### src/rtl/jpeg_pkg.sv
// Shared definitions for the JPEG output byte stuffer: marker bytes, FSM state
// encoding and the residual-byte count helper.
package jpeg_pkg;

  localparam logic [7:0] JPG_MARKER = 8'hFF;
  localparam logic [7:0] JPG_STUFF  = 8'h00;
  localparam logic [7:0] JPG_EOI_LO = 8'hD9;

  typedef enum logic [2:0] {
    IDLE,
    LOAD,
    EMIT,
    STUFF,
    FLUSH,
    EOI_FF,
    EOI_D9
  } state_t;

  // ceil(bits/8) for a 0..31 bit residual; result is 0..4.
  function automatic logic [2:0] flush_nbytes(input logic [5:0] bits);
    logic [6:0] sum;
    sum = {1'b0, bits} + 7'd7;
    return sum[5:3];
  endfunction

endpackage

### src/rtl/jpeg_word_fifo.sv
// Synchronous DEPTH x 32 word FIFO. A push while full is accepted only if a pop
// happens in the same cycle; a pop while empty is ignored.
module jpeg_word_fifo #(
  parameter int  DEPTH = 8,
  localparam int AW    = $clog2(DEPTH)
) (
  input  logic          clk,
  input  logic          nrst,
  input  logic          push,
  input  logic          pop,
  input  logic [31:0]   din,
  output logic [31:0]   dout,
  output logic          full,
  output logic          empty,
  output logic [AW:0]   count
);

  logic [31:0]   mem [DEPTH];
  logic [AW-1:0] wr_ptr;
  logic [AW-1:0] rd_ptr;
  logic          do_push;
  logic          do_pop;

  assign full    = (count == (AW+1)'(DEPTH));
  assign empty   = (count == '0);
  assign do_pop  = pop & ~empty;
  assign do_push = push & (~full | do_pop);
  assign dout    = mem[rd_ptr];

  // NOTE: the storage array has no reset; only pointers and count define what is valid.
  always_ff @(posedge clk) begin
    if (do_push) mem[wr_ptr] <= din;
  end

  // NOTE: state registers use non-blocking assignments so every flop samples pre-edge values.
  always_ff @(posedge clk or negedge nrst) begin
    if (!nrst) begin
      wr_ptr <= '0;
      rd_ptr <= '0;
      count  <= '0;
    end else begin
      if (do_push) wr_ptr <= wr_ptr + 1'b1;
      if (do_pop)  rd_ptr <= rd_ptr + 1'b1;
      case ({do_push, do_pop})
        2'b10:   count <= count + 1'b1;
        2'b01:   count <= count - 1'b1;
        default: count <= count;
      endcase
    end
  end

endmodule

### src/rtl/jpeg_byte_stuffer.sv
// Serialises packed 32-bit JPEG words MSB-byte-first with 0xFF/0x00 stuffing,
// then on end-of-image emits the 1-padded residual and the FF D9 marker.
module jpeg_byte_stuffer
  import jpeg_pkg::*;
#(
  parameter int DEPTH = 8
) (
  input  logic        clk,
  input  logic        nrst,
  input  logic        word_en,
  input  logic [31:0] word_in,
  input  logic        flush,
  input  logic [31:0] flush_word,
  input  logic [5:0]  flush_bits,
  input  logic        byte_ready,
  output logic        byte_valid,
  output logic [7:0]  byte_out,
  output logic        almost_full,
  output logic        ovf_err,
  output logic        busy,
  output logic        done
);

  localparam int AW = $clog2(DEPTH);

  state_t      state;
  logic [31:0] shreg;
  logic [1:0]  bcnt;
  logic        in_flush;
  logic        flush_pend;
  logic [31:0] fl_word;
  logic [2:0]  fl_nb;

  logic [31:0] fifo_dout;
  logic        fifo_full;
  logic        fifo_empty;
  logic [AW:0] fifo_count;
  logic        fifo_pop;

  logic        xfer;
  logic        data_state;
  logic        advance;

  jpeg_word_fifo #(.DEPTH(DEPTH)) u_fifo (
    .clk   (clk),
    .nrst  (nrst),
    .push  (word_en),
    .pop   (fifo_pop),
    .din   (word_in),
    .dout  (fifo_dout),
    .full  (fifo_full),
    .empty (fifo_empty),
    .count (fifo_count)
  );

  assign xfer       = byte_valid & byte_ready;
  assign data_state = (state == EMIT) || (state == FLUSH);
  // Move to the next byte unless the byte just sent was 0xFF and needs a stuff byte.
  assign advance    = xfer && ((state == STUFF) || (data_state && byte_out != JPG_MARKER));
  // Back-to-back words: the last byte's transfer pops the next word without a bubble.
  assign fifo_pop   = (state == LOAD) ||
                      (advance && !in_flush && bcnt == 2'd0 && !fifo_empty);

  assign almost_full = (fifo_count >= (AW+1)'(DEPTH - 2));
  assign busy        = !fifo_empty || (state != IDLE) || flush_pend;

  always_ff @(posedge clk or negedge nrst) begin
    if (!nrst) begin
      state      <= IDLE;
      shreg      <= '0;
      bcnt       <= '0;
      in_flush   <= 1'b0;
      flush_pend <= 1'b0;
      fl_word    <= '0;
      fl_nb      <= '0;
      byte_valid <= 1'b0;
      byte_out   <= '0;
      ovf_err    <= 1'b0;
      done       <= 1'b0;
    end else begin
      done <= 1'b0;

      if (flush && !flush_pend) begin
        flush_pend <= 1'b1;
        fl_word    <= flush_word | (32'hFFFF_FFFF >> flush_bits);
        fl_nb      <= flush_nbytes(flush_bits);
      end

      if (word_en && fifo_full && !fifo_pop) ovf_err <= 1'b1;

      if (fifo_pop) begin
        byte_out   <= fifo_dout[31:24];
        shreg      <= {fifo_dout[23:0], 8'h00};
        bcnt       <= 2'd3;
        byte_valid <= 1'b1;
        state      <= EMIT;
      end else if (advance) begin
        if (bcnt != 2'd0) begin
          byte_out <= shreg[31:24];
          shreg    <= {shreg[23:0], 8'h00};
          bcnt     <= bcnt - 2'd1;
          state    <= in_flush ? FLUSH : EMIT;
        end else if (in_flush) begin
          byte_out <= JPG_MARKER;
          state    <= EOI_FF;
        end else begin
          byte_valid <= 1'b0;
          state      <= IDLE;
        end
      end else begin
        case (state)
          IDLE: begin
            // Words already queued (or arriving now) go out before the residual.
            if (!fifo_empty || word_en) begin
              state <= LOAD;
            end else if (flush_pend) begin
              in_flush   <= 1'b1;
              byte_valid <= 1'b1;
              if (fl_nb == 3'd0) begin
                byte_out <= JPG_MARKER;
                state    <= EOI_FF;
              end else begin
                byte_out <= fl_word[31:24];
                shreg    <= {fl_word[23:0], 8'h00};
                bcnt     <= 2'(fl_nb - 3'd1);
                state    <= FLUSH;
              end
            end
          end
          EMIT, FLUSH: begin
            if (xfer) begin
              byte_out <= JPG_STUFF;
              state    <= STUFF;
            end
          end
          EOI_FF: begin
            if (xfer) begin
              byte_out <= JPG_EOI_LO;
              state    <= EOI_D9;
            end
          end
          EOI_D9: begin
            if (xfer) begin
              byte_valid <= 1'b0;
              done       <= 1'b1;
              in_flush   <= 1'b0;
              flush_pend <= 1'b0;
              state      <= IDLE;
            end
          end
          default: ;
        endcase
      end
    end
  end

endmodule

### config.mk
export PLATFORM = sky130hd
export DESIGN_NAME = jpeg_byte_stuffer
export DESIGN_NICKNAME = d
export VERILOG_FILES = /design/src/rtl/jpeg_pkg.sv /design/src/rtl/jpeg_word_fifo.sv /design/src/rtl/jpeg_byte_stuffer.sv
export SDC_FILE = /design/constraint.sdc
export NUM_CORES = 1
export LEC_CHECK = 0
export BUFFER_PORTS_ARGS = -buffer_cell sky130_fd_sc_hd__buf_2
export CAP_MARGIN = 20
export CORE_MARGIN = 2
export CORE_UTILIZATION = 26
export CTS_BUF_LIST = sky130_fd_sc_hd__clkbuf_16
export CTS_CLUSTER_DIAMETER = 200
export CTS_CLUSTER_SIZE = 25
export DETAILED_ROUTE_END_ITERATION = 8
export PLACE_DENSITY_LB_ADDON = 0.1
export SLEW_MARGIN = 15
export SYNTH_ARGS = -nofsm -noshare
export SYNTH_HDL_FRONTEND = slang
export SYNTH_HIERARCHICAL = 1
export SYNTH_SLANG_ARGS = --single-unit
### constraint.sdc
create_clock -name clk -period 11.7 [get_ports clk]
set_input_delay 1.17 -clock clk [delete_from_list [all_inputs] [get_ports clk]]
set_output_delay 1.17 -clock clk [all_outputs]
set_load 0.01 [all_outputs]
==> results of run 1 <==
-- final cells by class --
type / count / share of cell area
sequential: 343 / 0.608
multi-input combinational: 498 / 0.264
tap: 748 / 0.0577
timing repair buffer: 108 / 0.0369
clock buffer: 17 / 0.0262
inverter: 20 / 0.00463
clock inverter: 7 / 0.00224
-- cells by family after synthesis --
logic type,after synthesis
flops,343
simple gates,191
compound gates,171
mux,121
buf+inv,73
xor+xnor,10
fa+ha+maj,5
-- per-layer routing --
metal,track usage,routed length (um),vias up
li1,-,-,3674
met1,0.188,17700,4144
met2,0.217,17600,151
met3,0.0176,1400,26
met4,0.0188,410,0
met5,0,0,-
-- cells in the mapped netlist (all sizes together) (6+ instances only) --
cell type and n:
dfrtp 87, nand2 90, inv 20, buf 26
nor3 12, edfxtp 256, mux2 43, nand2b 8
o22ai 9, a31oi 8, a222oi 8, a22oi 16
mux4 64, or2 7, or3 6, nor2 47
a41oi 7, a21oi 30, clkbuf 27, mux2i 14
o21ai 65
-- final timing paths --
check	start	end	slack (ns)	depth (start not counted)
max	bcnt[1]$_DFFE_PN0P_	u_fifo/count[3]$_DFFE_PN0P_	7.64	13
min	shreg[16]$_DFFE_PN0P_	shreg[16]$_DFFE_PN0P_	0.49	2
max reg2reg	bcnt[1]$_DFFE_PN0P_	u_fifo/count[3]$_DFFE_PN0P_	7.64	13
min reg2reg	shreg[16]$_DFFE_PN0P_	shreg[16]$_DFFE_PN0P_	0.49	2
max in group asynchronous	nrst	fl_word[8]$_DFFE_PN0P_	9.99	2
min in group asynchronous	nrst	state[0]$_DFFE_PN0P_	0.53	1
-- metrics by stage --
| step | hold slack, ns | power, W |
|---|---|---|
| finish | 0.491 | 0.00381 |
| global route | 0.519 | 0.00407 |
| CTS | 0.496 | 0.00389 |
| detailed placement | 0.467 | 0.00322 |
| global placement | 0.459 | 0.00322 |
| floorplan | 0.433 | 0.00271 |
-- cells in the final DEF (no fill, tap or decap), types with 13 or more instances in the layout --
master	count
o21ai_0	63
buf_2	86
inv_1	24
mux2_2	42
mux4_2	55
a21oi_1	30
edfxtp_1	256
nor2_1	41
dfrtp_1	85
a22oi_1	16
buf_4	21
mux2i_1	13
clkbuf_16	17
nand2_1	90
-- state kept, by name (all words and copies together) (netlist names), 4 cells and up --
register      flops
byte_out          8
u_fifo/count      4
u_fifo/mem      256
shreg            24
fl_word          32
-- critical path, delay by kind of cell, from the launching register on --
kind,cells,cell delay (ns)
mux,1,0.34
flops,1,0.42
simple gates,7,2.09
compound gates,2,0.29
fa+ha+maj,1,0.25
buf+inv,2,0.59
-- power by group through the flow --
stage / clock, W / sequential [W] / combinational (W)
after global placement: 0 / 0.00184 / 0.00139
after global routing: 0.000730 / 0.00184 / 0.00150
final: 0.000652 / 0.00180 / 0.00135
after CTS: 0.000693 / 0.00181 / 0.00139
after detailed placement: 0 / 0.00184 / 0.00138
after floorplan: 0 / 0.00171 / 0.00101
==> impl_metrics.json, run 1 <==
{
  "finalInstanceArea_um2": 16200,
  "fin_crit_ns": 4.06,
  "worstMarginPinSlew_ns": 0.979,
  "placed_cells": 1716,
  "drt-initial-drc-count": 570,
  "critPathMaxStageDelay_ns": 0.76,
  "grt_pass1_vias": 8413,
  "cp.required_ns": 12.17,
  "fp.dieH_um": 240,
  "synth.distinct_cells": 65,
  "vias": 7995,
  "synthMuxAreaShare": 0.146,
  "grt.total_usage": 0.131,
  "multi_input_area_um2": 4280,
  "syn-num-nets": 994,
  "cts_buffers": 17,
  "wl_per_cell_um": 21.3,
  "final_util": 0.295,
  "grt_pass1_wl_um": 56200,
  "stdcell_count": 1741,
  "endpoint_kind": "flop",
  "switching_share": 0.357,
  "antenna_found_initial": 2,
  "fmax_mhz": 246,
  "initial_core_util": 0.262,
  "timing.final.ws_setup_ns": 7.64,
  "yosys.area.top_type": "edfxtp_1",
  "dieArea_um2": 57400,
  "n_fill_cell": 5534,
  "cts_sinks": 343,
  "drt-pass1-iter-count": 5,
  "syn_avg_cell_area_um2": 15.8,
  "rsz0062_at_grt": "false",
  "cts_repair_resize_count": 0,
  "viasPerCell": 4.59,
  "internal_power_w": 0.00245,
  "yosys-top-cells-area": "edfxtp_1 53%, dfrtp_1 15%, mux4_2 8.6%, mux2_2 3.3%, nand2_1 2.3%",
  "cts_setup_buffers": 0,
  "p_clk_frac": 0.171,
  "yosysTopAreaCellShare": 0.533,
  "port_buffers": 87,
  "post-place-ws_ns": 7.66,
  "coreArea_um2": 55000,
  "synth_edf_count": 256,
  "clk_latency_ns": 0.53,
  "worst_setup_path_start_kind": "flop",
  "worstPathCellList": "nor2_1, nand2_1, nor3_1, a221oi_2, inv_2, o21ai_2, or2_2, inv_1, ha_1, or2_2, nand3_1, mux2_2, nand3b_1",
  "asyncSetResetFlopFracSynth": 0.254,
  "period_share": 0.347,
  "syn_inst": 914,
  "drv_cap": 0,
  "dpl_cell_area_um2": 15800,
  "ctsHtreeMaxLevel": 1,
  "drcViolationCount": 0,
  "nNetsFinal": 1068,
  "hpwlAfterDp_um": 23900,
  "leakagePower_nw": 5.68,
  "place_congestion": 0.762,
  "overflow": 0,
  "path_clk_slew_ns": 0.11,
  "final.setup.tns_ns": 0,
  "critPathSlowestCell": "nor2_1",
  "grt_max_degree": 64,
  "crit_top_cell": "or2_2",
  "drv_slew": 0,
  "peakVddDrop_v": 0.0000891,
  "max_slew_margin": 0.345,
  "synth_compound_area_frac": 0.0771,
  "switchingPower_w": 0.00136,
  "hp-class": "flop to flop",
  "p_per_area_nw_per_um2": 235,
  "drive_above_1_share": 0.253,
  "area_growth_pct": 12.4,
  "ant_nets": 0,
  "antennaDiodeCount": 0,
  "num_io_pins": 88,
  "cts_tree": "yes",
  "crit_fanout": 32,
  "ctsHoldBuffers": 0,
  "power_frac_comb": 0.356,
  "fin_skew_ns": 0.0184,
  "ys_seq_elements": 343,
  "pwr-share-seq": 0.473,
  "hold_viol_final": 0,
  "seq_area_um2": 9870,
  "synth_fa_ha_area_frac": 0.00486,
  "dieWidth_um": 240,
  "worstPathArrival_ns": 4.52,
  "clockBufferDepth": 3,
  "synthSimpleGateAreaFrac": 0.0590,
  "fp-row-count": 86,
  "status": "complete, no violations",
  "cts-root-buf": "clkbuf_16",
  "synth_top_family_by_area": "multiplexers",
  "worstSetupPathType": "flop to flop",
  "ys.flop_type": "edfxtp_1",
  "finalSetupViolations": 0,
  "yosysSeqAreaShare": 0.684,
  "finalWirelength_um": 37100,
  "synthXorXnorAreaFrac": 0.00607,
  "yosys_warnings": 6,
  "netlist_area_um2": 14400
}
Note: power is estimated with default switching activity, not from simulation.
==> run 2: changes to the inputs <==
- clock period: 11.7 -> 3.5 ns (I/O delays scaled with it)
==> impl_metrics.json, run 2 (same netlist as run 1, synthesis figures left out) <==
{
  "cts_sinks": 343,
  "largest_register": "u_fifo/mem",
  "final_util": 0.302,
  "grt_pass1_wl_um": 56600,
  "path_clk_slew_ns": 0.10,
  "switchingPower_w": 0.00463,
  "crit_top_cell": "nor2_1",
  "num_io_pins": 88,
  "crit_fanout": 31,
  "overflow": 0,
  "r2r_slack_ns": 0.26,
  "finalInstanceArea_um2": 16600,
  "critPathMaxStageDelay_ns": 0.43,
  "power_frac_comb": 0.387,
  "r2r_cells": 16,
  "grt_max_degree": 62,
  "port_buffers": 87,
  "max_slew_margin": 0.295,
  "clockBufferDepth": 3,
  "nNetsFinal": 1096,
  "critPathSlowestCell": "dfrtp_1",
  "fp-row-count": 86,
  "drv_cap": 0,
  "final_common_cell": "edfxtp_1",
  "layout_common_cells": "256 x edfxtp_1, 90 x nand2_1, 86 x buf_2",
  "worstPathCellList": "or3_4, nor2_2, nor2_1, nand2_1, nor2_1, a221oi_2, inv_2, buf_12, o21ai_4, or2_4, inv_1, ha_1, or2_2, nand3_1, mux2_2, nand3b_1",
  "clk_latency_ns": 0.55,
  "hold_end": "fl_word[0]$_DFFE_PN0P_",
  "p_per_area_nw_per_um2": 787,
  "dieWidth_um": 240,
  "wl_per_cell_um": 21.8,
  "dpl_cell_area_um2": 16000,
  "path_delay_family": "simple AND/OR/NAND/NOR gates",
  "top_regs": "u_fifo/mem (256), fl_word (32), shreg (24)",
  "peakVddDrop_v": 0.000272,
  "worst_setup_path_start_kind": "flop",
  "period_share": 0.927,
  "status": "complete, no violations",
  "hold_depth": 3,
  "ant_nets": 0,
  "final.setup.tns_ns": 0,
  "drive_above_1_share": 0.275,
  "cts_buffers": 17,
  "drcViolationCount": 0,
  "ctsHtreeMaxLevel": 1,
  "rr_startpoint": "u_fifo/count[1]$_DFFE_PN0P_",
  "p_clk_frac": 0.166,
  "cp.required_ns": 3.98,
  "worstSetupPathType": "flop to flop",
  "worstPathArrival_ns": 3.72,
  "vias": 8170,
  "finalWirelength_um": 38600,
  "cts_tree": "yes",
  "area_growth_pct": 15.0,
  "r2r-end": "u_fifo/count[3]$_DFFE_PN0P_",
  "endpoint_kind": "flop",
  "internal_power_w": 0.00844,
  "cts-root-buf": "clkbuf_16",
  "fp.dieH_um": 240,
  "fin_skew_ns": 0.0309,
  "switching_share": 0.354,
  "worstMarginPinSlew_ns": 1.06,
  "rsz0062_at_grt": "false",
  "min_from": "flush_word[0]",
  "hp-class": "input port to flop",
  "pwr-share-seq": 0.447,
  "dieArea_um2": 57400,
  "drt-initial-drc-count": 735,
  "leakagePower_nw": 5.85,
  "largest_register_ffs": 256,
  "grt.total_usage": 0.133,
  "grt_pass1_vias": 8368,
  "drv_slew": 0,
  "antenna_found_initial": 1,
  "place_congestion": 0.798,
  "finalSetupViolations": 0,
  "viasPerCell": 4.62,
  "cp_num_buf_inv": 3,
  "drt-pass1-iter-count": 5,
  "fmax_mhz": 308,
  "fin_crit_ns": 3.24,
  "coreArea_um2": 55000,
  "hold_viol_final": 0,
  "initial_core_util": 0.262,
  "hpwlAfterDp_um": 25600
}
run 2: cell types whose count changed in the layout (fill, tap and decap cells not counted), sizes merged:
cell	delta
inv	-1
dlygate4sd3	+2
nor2	+2
buf	+24
diode	+1
run 2: layout make-up:
cell class / count / area, um2
antenna: 1 / 2.50
clock buffer: 17 / 425
clock inverter: 6 / 32.5
fill: 5463 / 38400
inverter: 20 / 75.1
multi-input combinational: 500 / 4330
sequential: 343 / 9870
tap: 748 / 936
timing repair buffer: 134 / 923
run 2: power groups by stage:
stage | Sequential (W) | Combinational (W) | Clock (W)
2_1_floorplan | 0.00571 | 0.00339 | 0
3_3_place_gp | 0.00595 | 0.00510 | 0
3_5_place_dp | 0.00594 | 0.00507 | 0
4_1_cts | 0.00586 | 0.00511 | 0.00231
5_1_grt | 0.00595 | 0.00557 | 0.00244
6_report | 0.00585 | 0.00505 | 0.00217
run 2: worst max-delay path by stage:
| stage | start | end | slack (ns) | cells after the start |
|---|---|---|---|---|
| 4_1_cts | u_fifo/count[1]$_DFFE_PN0P_ | u_fifo/count[3]$_DFFE_PN0P_ | 0.06 | 16 |
| 5_1_grt | u_fifo/count[1]$_DFFE_PN0P_ | u_fifo/count[3]$_DFFE_PN0P_ | 0.01 | 16 |
| 2_1_floorplan | u_fifo/count[1]$_DFFE_PN0P_ | u_fifo/count[3]$_DFFE_PN0P_ | 0.03 | 17 |
| 3_5_place_dp | u_fifo/count[1]$_DFFE_PN0P_ | u_fifo/count[3]$_DFFE_PN0P_ | 0.1 | 16 |
| 6_report | u_fifo/count[1]$_DFFE_PN0P_ | u_fifo/count[3]$_DFFE_PN0P_ | 0.26 | 16 |
| 3_3_place_gp | u_fifo/count[1]$_DFFE_PN0P_ | u_fifo/count[3]$_DFFE_PN0P_ | 0.14 | 16 |
run 2: layer usage:
metal	vias up	track usage	routed length [um]	part of all wire
li1	3746	-	-	-
met2	153	0.214	18100	0.47
met1	4235	0.193	18100	0.47
met4	2	0.0246	617	0.016
met5	-	0	10	0.00026
met3	34	0.0197	1690	0.044
run 2: worst register-to-register path: cells and delay by family (launching register included):
kind,cells,cell delay (ns)
DFF,1,0.43
and+or+nand+nor,9,1.39
adders and majority gates,1,0.30
muxes,1,0.34
buffers and inverters,3,0.32
AOI/OAI and AO/OA,2,0.41
run 2: what timing repair did:
action / CTS / global route
hold endpoints to repair: 60 / 0
hold buffers: 2 / 0
resized for setup: 0 / 7
endpoints found under the setup margin: 0 / 39
buffers inserted: 0 / 3
run 2: per-stage QoR:
stage | hold slack [ns] | setup WS [ns] | cells | power [W]
final | 0.0526 | 0.255 | 1769 | 0.0131
after detailed placement | 0.461 | 0.0990 | 1738 | 0.0110
after floorplan | 0.0544 | 0.0288 | 914 | 0.00910
after global routing | 0.0458 | 0.0146 | 1768 | 0.0140
after global placement | 0.458 | 0.139 | 1736 | 0.0110
after CTS | 0.0147 | 0.0607 | 1763 | 0.0133
==> run 3: changes to the inputs <==
- CORE_MARGIN: 2 -> unset
- RECOVER_POWER: unset -> 25
==> impl_metrics.json, run 3 (same netlist as run 1, synthesis figures left out) <==
{
  "rr_startpoint": "u_fifo/count[1]$_DFFE_PN0P_",
  "ctsHtreeMaxLevel": 1,
  "place_congestion": 0.779,
  "p_per_area_nw_per_um2": 784,
  "coreArea_um2": 54300,
  "drive_above_1_share": 0.250,
  "fin_skew_ns": 0.0276,
  "port_buffers": 87,
  "antennaDiodeCount": 0,
  "area_growth_pct": 14.7,
  "worstMarginPinSlew_ns": 1.07,
  "r2r-end": "u_fifo/count[3]$_DFFE_PN0P_",
  "max_slew_margin": 0.287,
  "rsz0062_at_grt": "true",
  "antenna_found_initial": 3,
  "fmax_mhz": 299,
  "largest_register": "u_fifo/mem",
  "clk_latency_ns": 0.53,
  "endpoint_kind": "flop",
  "drcViolationCount": 0,
  "clockBufferDepth": 3,
  "overflow": 0,
  "finalPower_w": 0.0130,
  "final_util": 0.304,
  "largest_register_ffs": 256,
  "grt_max_degree": 45,
  "min_from": "flush_word[16]",
  "cp.required_ns": 3.98,
  "cts_sinks": 343,
  "worstPathArrival_ns": 3.82,
  "hold_viol_final": 0,
  "drv_cap": 0,
  "ant_nets": 0,
  "peakVddDrop_v": 0.000301,
  "r2r_cells": 16,
  "hpwlAfterDp_um": 25200,
  "drt-initial-drc-count": 525,
  "fp.dieH_um": 238,
  "dieWidth_um": 238,
  "layout_common_cells": "256 x edfxtp_1, 90 x nand2_1, 85 x dfrtp_1",
  "final_common_cell": "edfxtp_1",
  "worst_setup_path_start_kind": "flop",
  "cts_buffers": 17,
  "r2r_slack_ns": 0.16,
  "cts-root-buf": "clkbuf_16",
  "nNetsFinal": 1100,
  "initial_core_util": 0.266,
  "grt_pass1_wl_um": 56700,
  "num_io_pins": 88,
  "hold_depth": 2,
  "drt-pass1-iter-count": 8,
  "period_share": 0.956,
  "cts_tree": "yes",
  "grt_pass1_vias": 8430,
  "top_regs": "u_fifo/mem (256), fl_word (32), shreg (24)",
  "path_clk_slew_ns": 0.11,
  "finalWirelength_um": 37600,
  "drv_slew": 0,
  "worstSetupPathType": "flop to flop",
  "dieArea_um2": 56400,
  "grt.total_usage": 0.135,
  "viasPerCell": 4.59,
  "leakagePower_nw": 5.83,
  "fp-row-count": 85,
  "hold_end": "fl_word[16]$_DFFE_PN0P_",
  "wl_per_cell_um": 21.3,
  "crit_fanout": 31,
  "hp-class": "input port to flop",
  "fin_crit_ns": 3.34,
  "status": "complete, no violations",
  "finalSetupViolations": 0,
  "vias": 8115
}
==> run 3: cell count changes in the layout (fill, tap and decap cells not counted), moves of 2 or more <==
cell / previous run / this run
inv_1: 23 / 30
buf_12: 8 / 5
nor2_2: 3 / 1
buf_2: 86 / 62
buf_6: 0 / 3
buf_4: 36 / 44
clkbuf_1: 0 / 24
==> run 3: per-stage QoR <==
stage,setup WS (ns),hold WS (ns),instance area [um2],TNS (ns),std cells
global placement,0.133,0.398,15900,0,1726
finish,0.155,0.0537,16500,0,1769
global route,-0.0672,0.0432,16500,-0.0672,1769
detailed placement,0.134,0.390,15900,0,1726
CTS,0.0791,0.0360,16400,0,1756
floorplan,0.0288,0.0544,14500,0,914
==> run 3: how the worst max path moves through the flow <==
| stage | start | end | slack (ns) | cells after the start |
|---|---|---|---|---|
| floorplan | u_fifo/count[1]$_DFFE_PN0P_ | u_fifo/count[3]$_DFFE_PN0P_ | 0.03 | 17 |
| global placement | u_fifo/count[2]$_DFFE_PN0P_ | u_fifo/mem[5][19]$_DFFE_PP_ | 0.13 | 13 |
| detailed placement | u_fifo/count[2]$_DFFE_PN0P_ | u_fifo/mem[5][19]$_DFFE_PP_ | 0.13 | 13 |
| CTS | u_fifo/count[2]$_DFFE_PN0P_ | u_fifo/mem[5][15]$_DFFE_PP_ | 0.08 | 13 |
| global route | u_fifo/count[1]$_DFFE_PN0P_ | u_fifo/count[3]$_DFFE_PN0P_ | -0.07 | 16 |
| finish | u_fifo/count[1]$_DFFE_PN0P_ | u_fifo/count[3]$_DFFE_PN0P_ | 0.16 | 16 |
==> run 3: routing by layer <==
| metal | vias up | part of all wire | track usage |
|---|---|---|---|
| li1 | 3748 | - | - |
| met1 | 4180 | 0.47 | 0.191 |
| met2 | 152 | 0.47 | 0.218 |
| met3 | 29 | 0.048 | 0.0237 |
| met4 | 6 | 0.011 | 0.0240 |
| met5 | - | 0.00088 | 0 |
==> run 3: cell type report <==
cell class | count | area (um2)
clock buffer | 17 | 425
inverter | 20 | 75.1
multi-input combinational | 498 | 4300
clock inverter | 12 | 50.0
tap | 739 | 925
fill | 5389 | 37800
sequential | 343 | 9870
timing repair buffer | 140 | 902
==> run 3: worst max-delay path: stages, from the launching register on <==
cell and delay (ns):
dfrtp_1 0.39, or3_1 0.42, nor2_2 0.12, nor2_1 0.05, nand2_1 0.09, nor2_1 0.06
a221oi_2 0.32, inv_2 0.06, buf_4 0.26, o21ai_2 0.15, or2_2 0.17, inv_1 0.06
ha_1 0.30, or2_2 0.31, nand3_1 0.11, mux2_2 0.34, nand3b_1 0.08
==> run 3: repair_timing <==
action,4_1_cts,5_1_grt
hold buffers,1,0
endpoints found under the setup margin,0,45
resized for setup,0,3
buffers inserted,0,12
endpoints found under the hold margin,40,0
==> run 3: where the power goes <==
group | switching (W) | internal (W)
clock network | 0.00128 | 0.000901
logic | 0.00269 | 0.00220
registers | 0.000597 | 0.00530
